## config.mk

```make
export PLATFORM = sky130hd
export DESIGN_NAME = pipe_stage_reg
export DESIGN_NICKNAME = d
export VERILOG_FILES = /design/src/rtl/pipe_stage_reg.sv
export SDC_FILE = /design/constraint.sdc
export NUM_CORES = 1
export LEC_CHECK = 0
export ABC_AREA = 1
export CORE_UTILIZATION = 40
export DETAILED_ROUTE_END_ITERATION = 7
export PLACE_DENSITY = 0.75
export SLEW_MARGIN = 30
export SYNTH_ARGS = -nofsm -noshare
export SYNTH_HDL_FRONTEND = slang
export SYNTH_SLANG_ARGS = --single-unit
```

## constraint.sdc

```tcl
create_clock -name clk -period 1.4 [get_ports clk]
set_input_delay 0.28 -clock clk [delete_from_list [all_inputs] [get_ports clk]]
set_output_delay 0.28 -clock clk [all_outputs]
set_load 0.02 [all_outputs]
```

## src/rtl/pipe_stage_reg.sv

```systemverilog
// Pipeline stage register with valid/ready handshake, synchronous flush and a saturating stall counter.
// Define PIPE_STAGE_SKID_EN to add a second (skid) entry and a registered in_ready.
module pipe_stage_reg #(
  parameter int DATA_W = 32,
  parameter int CTRL_W = 8,
  parameter int CNT_W  = 16
) (
  input  logic              clk,
  input  logic              reset_n,
  input  logic              flush,
  input  logic              in_valid,
  output logic              in_ready,
  input  logic [DATA_W-1:0] in_data,
  input  logic [CTRL_W-1:0] in_ctrl,
  output logic              out_valid,
  input  logic              out_ready,
  output logic [DATA_W-1:0] out_data,
  output logic [CTRL_W-1:0] out_ctrl,
  output logic [1:0]        occupancy,
  input  logic              stat_clr,
  output logic [CNT_W-1:0]  stall_cnt
);

  typedef enum logic [1:0] {
    EMPTY = 2'd0,
    ONE   = 2'd1,
    TWO   = 2'd2
  } state_e;

  state_e            state_q, state_d;
  logic [DATA_W-1:0] out_data_q, out_data_d;
  logic [CTRL_W-1:0] out_ctrl_q, out_ctrl_d;
  logic [CNT_W-1:0]  stall_cnt_q, stall_cnt_d;
  logic              accept, consume;

  assign out_valid = (state_q != EMPTY);
  assign accept    = in_valid && in_ready;
  assign consume   = out_valid && out_ready;

  always_comb begin
    // NOTE: every always_comb output gets a default first so no path infers a latch.
    stall_cnt_d = stall_cnt_q;
    if (stat_clr)
      stall_cnt_d = '0;
    else if (out_valid && !out_ready && (stall_cnt_q != '1))
      stall_cnt_d = stall_cnt_q + CNT_W'(1);
  end

`ifdef PIPE_STAGE_SKID_EN
  logic [DATA_W-1:0] skid_data_q, skid_data_d;
  logic [CTRL_W-1:0] skid_ctrl_q, skid_ctrl_d;
  logic              in_ready_q, in_ready_d;

  always_comb begin
    state_d     = state_q;
    out_data_d  = out_data_q;
    out_ctrl_d  = out_ctrl_q;
    skid_data_d = skid_data_q;
    skid_ctrl_d = skid_ctrl_q;
    unique case (state_q)
      EMPTY: begin
        if (accept) begin
          state_d    = ONE;
          out_data_d = in_data;
          out_ctrl_d = in_ctrl;
        end
      end
      ONE: begin
        if (accept && consume) begin
          out_data_d = in_data;
          out_ctrl_d = in_ctrl;
        end else if (consume) begin
          state_d = EMPTY;
        end else if (accept) begin
          // Downstream stalled: park the new word behind the output entry.
          state_d     = TWO;
          skid_data_d = in_data;
          skid_ctrl_d = in_ctrl;
        end
      end
      TWO: begin
        if (consume) begin
          state_d    = ONE;
          out_data_d = skid_data_q;
          out_ctrl_d = skid_ctrl_q;
        end
      end
      default: state_d = EMPTY;
    endcase
    if (flush)
      state_d = EMPTY;
    if (state_d == EMPTY)
      out_ctrl_d = '0;
    in_ready_d = (state_d != TWO);
  end

  always_ff @(posedge clk or negedge reset_n) begin
    if (!reset_n) begin
      // NOTE: skid storage is reset too so out_* never exposes X after a TWO->ONE move.
      skid_data_q <= '0;
      skid_ctrl_q <= '0;
      in_ready_q  <= 1'b1;
    end else begin
      skid_data_q <= skid_data_d;
      skid_ctrl_q <= skid_ctrl_d;
      in_ready_q  <= in_ready_d;
    end
  end

  assign in_ready  = in_ready_q;
  assign occupancy = state_q;
`else
  always_comb begin
    state_d    = state_q;
    out_data_d = out_data_q;
    out_ctrl_d = out_ctrl_q;
    unique case (state_q)
      EMPTY, ONE: begin
        if (accept) begin
          state_d    = ONE;
          out_data_d = in_data;
          out_ctrl_d = in_ctrl;
        end else if (consume) begin
          state_d = EMPTY;
        end
      end
      default: state_d = EMPTY;
    endcase
    if (flush)
      state_d = EMPTY;
    if (state_d == EMPTY)
      out_ctrl_d = '0;
  end

  assign in_ready  = !out_valid || out_ready;
  assign occupancy = {1'b0, out_valid};
`endif

  always_ff @(posedge clk or negedge reset_n) begin
    if (!reset_n) begin
      state_q     <= EMPTY;
      out_data_q  <= '0;
      out_ctrl_q  <= '0;
      stall_cnt_q <= '0;
    end else begin
      // NOTE: sequential state uses non-blocking assignments so all flops update together.
      state_q     <= state_d;
      out_data_q  <= out_data_d;
      out_ctrl_q  <= out_ctrl_d;
      stall_cnt_q <= stall_cnt_d;
    end
  end

  assign out_data  = out_data_q;
  assign out_ctrl  = out_ctrl_q;
  assign stall_cnt = stall_cnt_q;

endmodule

```

==> results of run 1 <==
==> sequential cells by signal (all words and copies together), names as in the netlist <==
name and cells:
out_data 32, stall_cnt 16, out_ctrl 8, state_q 2
==> worst max-delay path by stage <==
stage	start	endpoint	slack [ns]	cells past startpoint
2_1_floorplan	stall_cnt[1]	stall_cnt[10]	-0.08	10
3_3_place_gp	out_ready	stall_cnt[2]	-0.40	6
3_5_place_dp	out_ready	stall_cnt[9]	-0.45	6
4_1_cts	stall_cnt[0]	stall_cnt[14]	-0.14	10
5_1_grt	stall_cnt[0]	stall_cnt[9]	-0.17	10
6_report	stall_cnt[1]	stall_cnt[14]	-0.12	10
==> worst max-delay path: stages (launching register included) <==
cell	delay [ns]
dfrtp_2	0.42
ha_4	0.17
inv_2	0.06
nor2_4	0.04
nand2_4	0.07
nor2_4	0.04
buf_6	0.11
o21ai_4	0.25
inv_6	0.10
nand2_2	0.08
nand2_1	0.05
==> cell families after synthesis <==
| family | count (synthesis) | share of synthesized area [%] |
|---|---|---|
| buf+inv | 32 | 5.88 |
| fa+ha+maj | 1 | 0.456 |
| flops | 58 | 52.9 |
| xor+xnor | 4 | 1.28 |
| other cells | 1 | 0.137 |
| compound gates | 17 | 3.87 |
| simple gates | 222 | 35.5 |
==> power by group <==
part           internal (W)  switching [W]  total (W)
Clock              0.000903       0.000633    0.00154
Combinational      0.000451       0.000570    0.00102
Sequential          0.00184       0.000101    0.00194
Total               0.00319        0.00130    0.00450
==> per-stage QoR <==
step | power (W) | setup WS [ns] | util, % | hold slack (ns)
4_1_cts | 0.00445 | -0.144 | 66.5 | 0.470
2_1_floorplan | 0.00241 | -0.0816 | - | -0.0156
3_3_place_gp | 0.00298 | -0.401 | 63.7 | 0.311
3_5_place_dp | 0.00300 | -0.449 | 63.7 | 0.310
6_report | 0.00450 | -0.120 | 69.1 | 0.469
5_1_grt | 0.00471 | -0.172 | 69.1 | 0.491
==> what timing repair did <==
| action | CTS | global route |
|---|---|---|
| endpoints found under the hold margin | 58 | 0 |
| endpoints found under the setup margin | 73 | 59 |
| resized for setup | 131 | 38 |
| pin swaps | 2 | 8 |
| setup buffers | 4 | 4 |
| cloned | 1 | 4 |
| hold buffers | 1 | 0 |
==> layout make-up <==
class                           instances  area share (%)
Tap cell                               77            2.15
Clock inverter                          3           0.892
Timing Repair Buffer                  153            30.7
Clock buffer                           12            3.46
Inverter                               17            1.81
Multi-Input combinational cell        247            28.2
Sequential cell                        58            32.7
Timing Repair inverter                  1           0.139
==> cells in the final DEF (no fill, tap or decap), types with 3 or more instances in the layout <==
master and instances:
nand3_1 37, o21bai_1 4, buf_4 34, nand4_1 12
nand2_2 22, dlygate4sd2_1 40, nand2_4 3, xor2_1 4
nand2_1 100, buf_6 13, o21ai_1 6, nor2_1 36
nor2_4 5, clkdlybuf4s50_1 44, clkbuf_8 11, o21ai_0 4
inv_2 4, inv_1 11, buf_2 17, dfrtp_2 12
dfrtp_1 46
==> routing by layer <==
| metal | vias to the layer above | global-route usage, % | share of wire, % |
|---|---|---|---|
| met1 | 1324 | 26.8 | 40 |
| met3 | 17 | 7.78 | 8.2 |
| met2 | 110 | 38.0 | 50 |
| met5 | - | 0 | 0 |
| li1 | 1375 | - | - |
| met4 | 0 | 10.5 | 1.8 |
==> metrics, run 1 <==
DRC Markers=4; CP max FO=7; clk root buf=clkbuf_8; layout cells sized above 1=28.9%; largest cells by area after synthesis=dfrtp_1 53%, nand2_1 16%, nand3_1 6.9%; Main synth FF type=dfrtp_1; Clock Latency Late Sink=0.33 ns; maximum clock rate=658 MHz; Tcrit/Tclk final=109%; # diodes=0; WP data required=1.61 ns; largest area contributor in the netlist=dfrtp_1; total track usage=22.8%; reg2reg setup slack=-0.12 ns; Power Dens Cells=1000 nW/um^2; final WL=8.18 mm; Setup crit end kind=flop; critical path launch point type=flop; Yosys reg bits=58; Non-Filler Instances=568; Peak VDD IR=0.626 mV; post-synthesis async set-or-reset flop share=100%; clock buffer count from CTS=9; Filler Cells Inserted=534; largest net degree at the start of global routing=59; placed cell count=541; Mapped Cells=335; antenna-violating nets left=0; MaxCap Viol Count=0; Critical R2R Launch=stall_cnt[1]; clock tree buffer depth=2; RD Place Congestion=0.858; top cell type's share of synthesized area=52.9%; outcome=finished, violations left; Post-synth EDFFs=0; # rows=29; First-pass DRT Iterations=7; worst r2r dst=stall_cnt[14]; leading post-synthesis cells by instance count=119 x nand2_1, 58 x dfrtp_1, 39 x nor2_1; R2R depth=10; vias in the first global route=2,804; HP Class=reg -> reg; Initial DRC Count=184; area of the multi-input gates=1270 um^2; Core Footprint=6490 um^2; synth-to-layout area growth=63.6%; Die Y-Extent=84.8 um; yosys warns=0; CP arrival=1.73 ns; vias per inst=4.98; DP Wirelength=5.42 mm; Yosys cell types=26; min-delay src=out_data[19]; RSZ-0062 raised after global routing=yes; H-tree levels=3; most frequent cell after synthesis=nand2_1; WS Path Type=reg -> reg; failing checks=design-rule violations, negative setup slack; first-pass GRT wire length=12.8 mm; routed via count=2,826; # setup viols final=16; initial core utilization=42.3%; WL per Instance=14.4 um; P_leak=2.31 nW; Avg Inst Size Synth=8.19 um^2; register area share after synthesis=52.9%; Max Slew Vio Count=0; io pins=106; initial antenna violation count=0; clk sink count=58; WHS Path Cells=2; I/O Buffers=104; Fin Setup TNS=-1.40 ns; Final nets=534; clk slew on worst S/H paths=0.06 ns; final hold vios=0; Die ar.=7200 um^2; fin worst setup slack=-0.120 ns; CTS tree=built; Die X=84.8 um; design area=4490 um^2; crit path time final=1.52 ns; Hold Path Sink=out_data[19]; Worst Skew=0.00856 ns; Post-DP Area=4140 um^2; GRT Residual Overflow=0; Mapped Area=2750 um^2; register area=1470 um^2
(Power assumes the default switching activity.)
==> inputs of run 2 (changes only) <==
--- a/config.mk
+++ b/config.mk
@@ -6,9 +6,13 @@
 export NUM_CORES = 1
 export LEC_CHECK = 0
 export ABC_AREA = 1
-export CORE_UTILIZATION = 40
+export CELL_PAD_IN_SITES_DETAIL_PLACEMENT = 2
+export CELL_PAD_IN_SITES_GLOBAL_PLACEMENT = 2
+export CORE_UTILIZATION = 22
 export DETAILED_ROUTE_END_ITERATION = 7
+export HOLD_SLACK_MARGIN = 0.15
 export PLACE_DENSITY = 0.75
+export SKIP_CTS_REPAIR_TIMING = 1
 export SLEW_MARGIN = 30
 export SYNTH_ARGS = -nofsm -noshare
 export SYNTH_HDL_FRONTEND = slang
==> metrics, run 2 (synthesized netlist as in run 1, its figures left out) <==
outcome=finished, violations left (unchanged); failing checks=negative setup slack (was design-rule violations, negative setup slack); clk sink count=58 (unchanged); Non-Filler Instances=652 (was 568); CP arrival=1.67 ns (was 1.73 ns); io pins=106 (unchanged); placed cell count=625 (was 541); First-pass DRT Iterations=4 (was 7); clock buffer count from CTS=9 (unchanged); R2R depth=9 (was 10); area of the multi-input gates=1230 um^2 (was 1270 um^2); reg2reg setup slack=-0.05 ns (was -0.12 ns); Critical path origin=stall_cnt[1] (unchanged); CTS tree=built (unchanged); RD Place Congestion=0.788 (was 0.858); DP Wirelength=7.40 mm (was 5.42 mm); Die X=114 um (was 84.8 um); Tcrit/Tclk final=104% (was 109%); Final nets=526 (was 534); initial core utilization=22.7% (was 42.3%); CP Buf/Inv Count=2 (was 3); P_leak=2.96 nW (was 2.31 nW); first-pass GRT wire length=16.9 mm (was 12.8 mm); CP max FO=13 (was 7); clock tree buffer depth=2 (unchanged); crit path time final=1.45 ns (was 1.52 ns); commonest non-fill, non-tap cell in the layout=nand2_1 (unchanged); final WL=11.1 mm (was 8.18 mm); # setup viols final=16 (unchanged); Worst setup endpoint=stall_cnt[10] (was stall_cnt[14]); Max Slew Vio Count=0 (unchanged); Peak VDD IR=0.517 mV (was 0.626 mV); Worst Skew=0.00319 ns (was 0.00856 ns); CP Cell Sequence=ha_4, inv_4, nor2_4, nand2_2, nor2_4, o21ai_4, inv_6, nand2_1, nand2_1 (was ha_4, inv_2, nor2_4, nand2_4, nor2_4, buf_6, o21ai_4, inv_6, nand2_2, nand2_1); total track usage=17.3% (was 22.8%); I/O Buffers=104 (unchanged); cell family with most CP delay=flip-flops (unchanged); Crit path depth=9 (was 10); Power Dens Cells=1130 nW/um^2 (was 1000 nW/um^2); clk slew on worst S/H paths=0.05 ns (was 0.06 ns); final hold vios=0 (unchanged); Critical R2R Launch=stall_cnt[1] (unchanged); RSZ-0062 raised after global routing=yes (unchanged); worst r2r dst=stall_cnt[10] (was stall_cnt[14]); HP Class=in -> async (was reg -> reg); slowest CP cell=dfrtp_2 (unchanged); fin worst setup slack=-0.0500 ns (was -0.120 ns); Clock Latency Late Sink=0.34 ns (was 0.33 ns); GRT Residual Overflow=0 (unchanged); WL per Instance=17.0 um (was 14.4 um); antenna-violating nets left=0 (unchanged); DRC Markers=0 (was 4); # diodes=0 (unchanged); crit-path max cell delay=0.43 ns (was 0.42 ns); Filler Cells Inserted=1,380 (was 534); Core Footprint=12,100 um^2 (was 6490 um^2); layout cells sized above 1=24.8% (was 28.9%); WP data required=1.62 ns (was 1.61 ns); most frequent cells in the layout=111 x nand2_1, 54 x dlymetal6s2s_1, 44 x clkdlybuf4s50_1, 44 x dfrtp_1, 36 x nand3_1 (was 100 x nand2_1, 46 x dfrtp_1, 44 x clkdlybuf4s50_1); maximum clock rate=690 MHz (was 658 MHz); Post-Route Utilization=40.8% (was 69.1%); Initial DRC Count=66 (was 184); clk root buf=clkbuf_16 (was clkbuf_8); Die Y-Extent=114 um (was 84.8 um); largest net degree at the start of global routing=41 (was 59); routed via count=2,894 (was 2,826); H-tree levels=3 (unchanged); vias per inst=4.44 (was 4.98); Setup crit end kind=flop (unchanged); max reg flops=32 (unchanged); vias in the first global route=3,236 (was 2,804); initial antenna violation count=0 (unchanged); MaxCap Viol Count=0 (unchanged); # rows=40 (was 29); register area=1470 um^2 (about the same); WS Path Type=reg -> reg (unchanged); Die ar.=12,900 um^2 (was 7200 um^2); synth-to-layout area growth=80.2% (was 63.6%); critical path launch point type=flop (unchanged)
[run 2: cell types whose count changed in the layout (fill, tap and decap cells not counted), sizes merged]
cell          before  now
buf               66   43
nor2              43   42
dlygate4sd2       40    0
clkinvlp           0    1
dlymetal6s2s       0   54
clkinv             3    1
clkbuf            14   17
bufinv             1    2
[run 2: final cells by class]
| type | instances | area share (%) |
|---|---|---|
| Clock buffer | 12 | 5.39 |
| Sequential cell | 58 | 29.7 |
| Multi-Input combinational cell | 246 | 24.9 |
| Tap cell | 168 | 4.25 |
| Timing Repair Buffer | 147 | 32.7 |
| Clock inverter | 4 | 1.47 |
| Inverter | 17 | 1.59 |
[run 2: how the worst min path moves through the flow]
stage / to / from / depth (start not counted) / slack (ns)
6_report: stall_cnt[15] / reset_n / 2 / 0.43
2_1_floorplan: out_ctrl[0] / reset_n / 0 / -0.02
4_1_cts: stall_cnt[15] / reset_n / 1 / -0.13
3_3_place_gp: stall_cnt[15] / reset_n / 1 / 0.23
3_5_place_dp: stall_cnt[15] / reset_n / 1 / 0.23
5_1_grt: stall_cnt[1] / reset_n / 2 / 0.44
[run 2: report_power, final]
part / internal, W / switching (W) / leakage, nW
combinational: 0.000523 / 0.000592 / 2.07
sequential: 0.00184 / 0.0000921 / 0.733
clock: 0.00170 / 0.000844 / 0.165
[run 2: stage by stage]
step | cell area (um^2) | total power [W] | hold slack [ns] | TNS, ns | setup WS [ns]
6_report | 4950 | 0.00559 | 0.431 | -0.267 | -0.0500
5_1_grt | 4950 | 0.00583 | 0.445 | -4.26 | -0.122
4_1_cts | 4560 | 0.00565 | -0.128 | -15.88 | -0.475
3_5_place_dp | 4220 | 0.00305 | 0.234 | -13.82 | -0.389
3_3_place_gp | 4220 | 0.00302 | 0.227 | -11.35 | -0.389
2_1_floorplan | 2780 | 0.00241 | -0.0156 | -0.779 | -0.0816
[run 2: metal layers]
layer | vias to the layer above | wire length [um] | GRT usage, %
met5 | - | 0 | 0
met4 | 0 | 225 | 6.58
met3 | 16 | 851 | 6.91
met2 | 88 | 5640 | 29.0
met1 | 1438 | 4360 | 19.7
li1 | 1352 | - | -
